--- src/rtl/isp_frame_sequencer_if.sv ---
// ---------------------------------------------------------------------------
// isp_frame_sequencer_if
// Groups the frame sequencer's control and status signals into one bundle.
//   iStart       frame-start request, one-cycle pulse
//   iValid       sensor pixel valid
//   oAccept      pixel admitted this cycle when iValid=1
//   iStageDone   per-stage done pulses (bit 0 = demosaic)
//   oStageReset  synchronous reset pulse to all stages
//   oBusy        sequencer not idle
//   oFrameDone   one-cycle frame completion pulse
//   oError       sticky drain-timeout flag
//   oPixCnt      pixels admitted in the current frame
//   oFrameCnt    completed frames (wraps)
// Modports: master drives requests and observes status (sensor side /
// system controller); slave is the sequencer itself.
// ---------------------------------------------------------------------------
interface isp_frame_sequencer_if #(
   parameter int NUM_STAGES = 3
);
   logic                  iStart;
   logic                  iValid;
   logic                  oAccept;
   logic [NUM_STAGES-1:0] iStageDone;
   logic [NUM_STAGES-1:0] oStageReset;
   logic                  oBusy;
   logic                  oFrameDone;
   logic                  oError;
   logic [31:0]           oPixCnt;
   logic [15:0]           oFrameCnt;

   modport master (
      output iStart, iValid, iStageDone,
      input  oAccept, oStageReset, oBusy, oFrameDone, oError, oPixCnt, oFrameCnt
   );

   modport slave (
      input  iStart, iValid, iStageDone,
      output oAccept, oStageReset, oBusy, oFrameDone, oError, oPixCnt, oFrameCnt
   );
endinterface

--- src/rtl/isp_frame_sequencer.sv ---
// ---------------------------------------------------------------------------
// isp_frame_sequencer
// Central frame controller for the demosaic -> filter -> rgb2ycc chain.
// A start request clears every stage, exactly width*height pixels are
// admitted, then the sequencer waits for all stages to report done (or
// times out) before reporting completion and returning to idle.
// Ports:
//   clk      system clock, all state on the rising edge
//   reset_n  asynchronous active-low reset
//   bus      isp_frame_sequencer_if.slave (requests in, status out)
// ---------------------------------------------------------------------------
module isp_frame_sequencer #(
   parameter int width      = 320,
   parameter int height     = 240,
   parameter int NUM_STAGES = 3,
   parameter int TIMEOUT    = 1048576
) (
   input  logic                  clk,
   input  logic                  reset_n,
   isp_frame_sequencer_if.slave  bus
);

   localparam logic [31:0] FRAME_SIZE = 32'(width * height);
   // Counter only needs to reach TIMEOUT-1 before the FSM leaves DRAIN.
   localparam int TW = $clog2(TIMEOUT);
   localparam logic [TW-1:0] TIMEOUT_LAST = TW'(TIMEOUT - 1);
   localparam logic [NUM_STAGES-1:0] ALL_ONES = '1;

   typedef enum logic [2:0] {
      IDLE,
      CLEAR,
      RUN,
      DRAIN,
      DONE,
      ERROR
   } state_t;

   state_t                stateReg, stateNext;
   logic                  pendingReg, pendingNext;
   logic [31:0]           pixCntReg, pixCntNext;
   logic [15:0]           frameCntReg, frameCntNext;
   logic [NUM_STAGES-1:0] doneMaskReg, doneMaskNext;
   logic [TW-1:0]         timeoutReg, timeoutNext;
   logic                  errorReg, errorNext;

   logic                  accept;
   logic                  admit;
   logic [NUM_STAGES-1:0] mergedDone;

   assign accept     = (stateReg == RUN) && (pixCntReg < FRAME_SIZE);
   assign admit      = accept && bus.iValid;
   // Includes this cycle's pulses so a final done bit is acted on at once.
   assign mergedDone = doneMaskReg | bus.iStageDone;

   // State register
   always_ff @(posedge clk or negedge reset_n) begin
      if (!reset_n) begin
         stateReg    <= IDLE;
         pendingReg  <= 1'b0;
         pixCntReg   <= '0;
         frameCntReg <= '0;
         doneMaskReg <= '0;
         timeoutReg  <= '0;
         errorReg    <= 1'b0;
      end else begin
         stateReg    <= stateNext;
         pendingReg  <= pendingNext;
         pixCntReg   <= pixCntNext;
         frameCntReg <= frameCntNext;
         doneMaskReg <= doneMaskNext;
         timeoutReg  <= timeoutNext;
         errorReg    <= errorNext;
      end
   end

   // Next-state and datapath updates
   always_comb begin
      stateNext    = stateReg;
      pendingNext  = pendingReg;
      pixCntNext   = pixCntReg;
      frameCntNext = frameCntReg;
      doneMaskNext = doneMaskReg;
      timeoutNext  = timeoutReg;
      errorNext    = errorReg;

      // Requests arriving mid-frame are remembered one deep; a second one
      // while already pending simply leaves the flag set (dropped).
      if (bus.iStart && (stateReg != IDLE) && (stateReg != DONE)) begin
         pendingNext = 1'b1;
      end

      unique case (stateReg)
         IDLE: begin
            if (bus.iStart || pendingReg) begin
               stateNext   = CLEAR;
               pendingNext = 1'b0;
            end
         end
         CLEAR: begin
            pixCntNext   = '0;
            doneMaskNext = '0;
            timeoutNext  = '0;
            errorNext    = 1'b0;
            stateNext    = RUN;
         end
         RUN: begin
            doneMaskNext = mergedDone;
            if (admit) begin
               pixCntNext = pixCntReg + 32'd1;
               if (pixCntReg == FRAME_SIZE - 32'd1) begin
                  stateNext = DRAIN;
               end
            end
         end
         DRAIN: begin
            doneMaskNext = mergedDone;
            timeoutNext  = timeoutReg + TW'(1);
            if (mergedDone == ALL_ONES) begin
               stateNext = DONE;
            end else if (timeoutReg == TIMEOUT_LAST) begin
               stateNext = ERROR;
            end
         end
         DONE: begin
            frameCntNext = frameCntReg + 16'd1;
            // A request in this very cycle chains straight into the next frame.
            if (pendingReg || bus.iStart) begin
               stateNext   = CLEAR;
               pendingNext = 1'b0;
            end else begin
               stateNext = IDLE;
            end
         end
         ERROR: begin
            errorNext = 1'b1;
            stateNext = IDLE;
         end
         default: begin
            stateNext = IDLE;
         end
      endcase
   end

   // Stage reset is also forced while the sequencer itself is held in reset.
   assign bus.oStageReset = (!reset_n || stateReg == CLEAR || stateReg == ERROR)
                            ? ALL_ONES : '0;
   assign bus.oAccept     = accept;
   assign bus.oBusy       = (stateReg != IDLE);
   assign bus.oFrameDone  = (stateReg == DONE);
   assign bus.oError      = errorReg;
   assign bus.oPixCnt     = pixCntReg;
   assign bus.oFrameCnt   = frameCntReg;

endmodule

--- src/flat_wrapper.sv ---
// flat-port wrapper written by rule: the top's interface ports become plain ports
module isp_frame_sequencer_flat 
#(
   parameter int width      = 320,
   parameter int height     = 240,
   parameter int NUM_STAGES = 3,
   parameter int TIMEOUT    = 1048576
)
  (clk, reset_n, bus_iStart, bus_iValid, bus_iStageDone, bus_oAccept, bus_oStageReset, bus_oBusy, bus_oFrameDone, bus_oError, bus_oPixCnt, bus_oFrameCnt);
  isp_frame_sequencer_if #(.NUM_STAGES(NUM_STAGES)) bus_i ();
  input  logic clk;
  input  logic reset_n;
  input wire logic [$bits(bus_i.iStart)-1:0] bus_iStart;
  input wire logic [$bits(bus_i.iValid)-1:0] bus_iValid;
  input wire logic [$bits(bus_i.iStageDone)-1:0] bus_iStageDone;
  output wire logic [$bits(bus_i.oAccept)-1:0] bus_oAccept;
  output wire logic [$bits(bus_i.oStageReset)-1:0] bus_oStageReset;
  output wire logic [$bits(bus_i.oBusy)-1:0] bus_oBusy;
  output wire logic [$bits(bus_i.oFrameDone)-1:0] bus_oFrameDone;
  output wire logic [$bits(bus_i.oError)-1:0] bus_oError;
  output wire logic [$bits(bus_i.oPixCnt)-1:0] bus_oPixCnt;
  output wire logic [$bits(bus_i.oFrameCnt)-1:0] bus_oFrameCnt;
  assign bus_i.iStart = bus_iStart;
  assign bus_i.iValid = bus_iValid;
  assign bus_i.iStageDone = bus_iStageDone;
  assign bus_oAccept = bus_i.oAccept;
  assign bus_oStageReset = bus_i.oStageReset;
  assign bus_oBusy = bus_i.oBusy;
  assign bus_oFrameDone = bus_i.oFrameDone;
  assign bus_oError = bus_i.oError;
  assign bus_oPixCnt = bus_i.oPixCnt;
  assign bus_oFrameCnt = bus_i.oFrameCnt;
  isp_frame_sequencer #(.width(width), .height(height), .NUM_STAGES(NUM_STAGES), .TIMEOUT(TIMEOUT)) u_core (.clk(clk), .reset_n(reset_n), .bus(bus_i));
endmodule
--- config.mk ---
export PLATFORM = sky130hd
export DESIGN_NAME = isp_frame_sequencer_flat
export DESIGN_NICKNAME = d
export VERILOG_FILES = /design/src/rtl/isp_frame_sequencer_if.sv /design/src/rtl/isp_frame_sequencer.sv /design/src/flat_wrapper.sv
export SDC_FILE = /design/constraint.sdc
export NUM_CORES = 1
export LEC_CHECK = 0
export ABC_AREA = 1
export BUFFER_PORTS_ARGS = -buffer_cell sky130_fd_sc_hd__buf_2
export CORE_MARGIN = 1.5
export CORE_UTILIZATION = 47
export CTS_BUF_LIST = sky130_fd_sc_hd__clkbuf_4 sky130_fd_sc_hd__clkbuf_8
export CTS_CLUSTER_DIAMETER = 150
export DETAILED_ROUTE_END_ITERATION = 8
export GPL_TIMING_DRIVEN = 0
export PLACE_DENSITY = 0.68
export SETUP_SLACK_MARGIN = 0.15
export SYNTH_ARGS = -nofsm -noshare
export SYNTH_HDL_FRONTEND = slang
export SYNTH_SLANG_ARGS = --single-unit
--- constraint.sdc ---
create_clock -name clk -period 4.26 [get_ports clk]
set_input_delay 0.213 -clock clk [delete_from_list [all_inputs] [get_ports clk]]
set_output_delay 0.213 -clock clk [all_outputs]
set_load 0.1 [all_outputs]
==> results.cfg <==
[run_status]
status = finished clean

[floorplan]
coreArea_um2 = 8300
die-width_um = 95.9
start_util_pct = 48.9
die_h_um = 95.9
rows = 33
die_area_um2 = 9200
io_pins = 62

[route]
wl_met1_um = 4130
vias = 3575
wl_met3_um = 508
drc = 0
top_layer = met4
vias_per_cell = 5.12
wirelength_um = 8900
dr.first_iter.drc_count = 159
ant_nets = 0
routedWlPerCell_um = 12.8
firstDrtPassIters = 5
met2WireLength_um = 4140

[synthesis]
synth-adder-area-share_pct = 0.925
synth_xor_area_share_pct = 5.40
ys_types = 39
yosys.area.top_type = dfrtp_1
syn_nets = 524
ys_seq_area_share_pct = 46.9
synth_top_area_share_pct = 46.9
synth.avg_cell_area_um2 = 7.89
ys_ff_latch = 76
synthMuxAreaShare_pct = 0.247
synth.area.top_cells = dfrtp_1 (47%), nand2_1 (12%), nor2_1 (8.1%)
postSynthCellCount = 514
synth_top_family_by_area = simple AND/OR/NAND/NOR gates
synth_area_um2 = 4060
synth_simple_gate_area_share_pct = 31.8
yosysWarnings = 0
synth_compound_area_share_pct = 6.76

[critical_path]
critPathKind = primary input to primary output
crit_family = buffers and inverters
cpPeakStageDelay_ns = 0.53
crit_top_cell = buf_4
start_kind = primary input
path_buf_inv = 5
cp_slowest_cell = dlygate4sd3_1
required_ns = 4.05
arrival_ns = 2.01
cp_max_fo = 45
path_cells = dlygate4sd3_1 > buf_4 > buf_16 > nand2_1 > buf_4 > buf_2
critPathCaptureType = primary output

[place]
gp_congestion = 0.895
place_hpwl_um = 6420
port_buffers = 61

[flow_run]
cap_violations = 0

[timing]
timing.hold.ws_ns = 0.0970
period_needed_ns = 2.22
tightest_slew_ns = 0.491
worst_clock_skew_ns = 0.00968
final_hold_viol_count = 0
slew_headroom_pct = 67.3
setup_tns_ns = 0
fmaxAchievable_mhz = 450
timing.final.crit_share_pct = 52.2
finalMaxSlewViolations = 0
setup-violations-final = 0
rsz0062_at_grt = false

[clocking]
path_clk_slew_ns = 0.07
clock-root-buffer = clkbuf_8
insertion_delay_ns = 0.34
numCtsBuffers = 9
cts_buffer_depth = 2
clock_sinks = 76
cts_resized = 0
tritoncts = done
h-tree-depth = 3

[global_route]
groute.usage.overall_pct = 21.4
grt_max_degree = 46
grt_pass1_wl_um = 15400
grt_antenna_before_repair = 0
grt_overflow = 0
grt_pass1_vias = 3466

[layout]
area_growth_pct = 17.7
final_cell_mix = nand2_1 (125), nor2_1 (87), dfrtp_1 (76)
final_util_pct = 57.5
final_common_cell = nand2_1
fin_nets = 598
drive_above_1_share_pct = 18.2
diodes = 0

[pwr]
p_switching_mw = 1.11
p_seq_share_pct = 33.7
p_leak_nw = 2.43
p_sw_share_pct = 43.6
pwr-share-comb_pct = 39.8
ir_worst_vdd_v = 0.000317
p_clk_share_pct = 26.5
intPower_mw = 1.43
power_density_nw_per_um2 = 532

[min_path]
hold_path_class = primary input to flip-flop
[Yosys cell counts]
| cell | number |
|---|---|
| inv_2 | 2 |
| a32o_1 | 1 |
| ha_1 | 3 |
| nor2_1 | 87 |
| nand3_2 | 3 |
| nand4_1 | 7 |
| and2_1 | 1 |
| buf_4 | 2 |
| buf_8 | 1 |
| xnor2_1 | 6 |
| buf_1 | 2 |
| nand2_4 | 3 |
| dfrtp_1 | 76 |
| nor2_4 | 6 |
| mux2i_1 | 1 |
| xor2_1 | 19 |
| nor3b_1 | 1 |
| nor2_2 | 3 |
| or3_1 | 1 |
| buf_2 | 2 |
| nand3_1 | 36 |
| nand2_2 | 2 |
| o22ai_1 | 2 |
| a41oi_1 | 1 |
| nor3_1 | 10 |
| buf_12 | 1 |
| a22oi_1 | 2 |
| o21ai_0 | 23 |
| o31ai_1 | 2 |
| nand3b_1 | 2 |
| a31o_2 | 1 |
| nand3_4 | 1 |
| nand2_1 | 125 |
| or2_2 | 1 |
| inv_1 | 60 |
| o211ai_1 | 2 |
| buf_6 | 2 |
| a31oi_1 | 3 |
| a21oi_1 | 11 |
[registers in the layout, summed over array words and instances (netlist names)]
name                  cells
u_core.bus.oError         1
u_core.bus.oFrameCnt     16
u_core.bus.oPixCnt       32
u_core.doneMaskReg        3
u_core.pendingReg         1
u_core.stateReg           3
u_core.timeoutReg        20
[worst paths after layout]
path | startpoint | end | slack [ns] | cells after the start
setup / recovery | reset_n | bus_oStageReset[1] | 2.04 | 6
hold / removal | bus_iStart | u_core.pendingReg | 0.1 | 3
setup reg to reg | u_core.timeoutReg[0] | u_core.timeoutReg[18] | 2.39 | 11
hold reg to reg | u_core.pendingReg | u_core.pendingReg | 0.48 | 2
max in group asynchronous | reset_n | u_core.bus.oPixCnt[1] | 3.33 | 3
min in group asynchronous | reset_n | u_core.timeoutReg[12] | 0.36 | 2
[per-stage QoR]
stage	std cells	power (mW)	instance area [um^2]	worst slack, ns
final	698	2.54	4780	2.04
after floorplan	514	1.66	4060	1.80
after global routing	698	2.69	4780	1.87
after detailed placement	681	1.89	4520	2.42
after global placement	680	1.87	4490	1.68
after CTS	698	2.56	4780	1.95
[worst register-to-register path, cell delays in order, from the launching register on]
cell and delay [ns]:
dfrtp_1 0.39, ha_1 0.18, nand2_1 0.07, inv_1 0.09
nand3_1 0.11, nor2_1 0.34, nand3_1 0.17, nor2_1 0.21
nand3_1 0.09, nand2_1 0.07, nand2_1 0.05, inv_1 0.05
[cell type report]
| cell class | count | area (um^2) |
|---|---|---|
| clock inverters | 6 | 111 |
| fillers | 808 | 3520 |
| clock buffers | 10 | 131 |
| inverters | 62 | 233 |
| flip-flops and latches | 76 | 1900 |
| repair buffers | 63 | 345 |
| plain buffers | 10 | 90.1 |
| multi-input cells | 366 | 1830 |
| well taps | 105 | 131 |
[routing by layer]
| metal | vias to the layer above | global-route usage [%] |
|---|---|---|
| li1 | 1774 | - |
| met1 | 1691 | 28.1 |
| met2 | 94 | 34.6 |
| met3 | 16 | 4.58 |
| met4 | 0 | 8.21 |
| met5 | - | 0 |
[power groups by stage]
stage | clock (mW) | sequential [mW] | combinational [mW]
floorplan | 0 | 1.02 | 0.639
global placement | 0 | 0.867 | 1.00
detailed placement | 0 | 0.871 | 1.01
CTS | 0.687 | 0.856 | 1.02
global route | 0.719 | 0.868 | 1.10
finish | 0.674 | 0.858 | 1.01
[timing repair]
| item | 4_1_cts | 5_1_grt |
|---|---|---|
| setup buffers | 0 | 0 |
| hold endpoints to repair | 32 | 0 |
| hold buffers | 1 | 0 |
| setup endpoints to repair | 0 | 0 |
[cell families after synthesis]
group | count (synthesis)
AND/OR/NAND/NOR | 289
XOR/XNOR | 25
adder cells (fa/ha/maj) | 3
AO/OA/AOI/OAI | 48
buffers and inverters | 72
multiplexers | 1
flip-flops | 76
No activity file was read; power rests on OpenSTA's default activity.
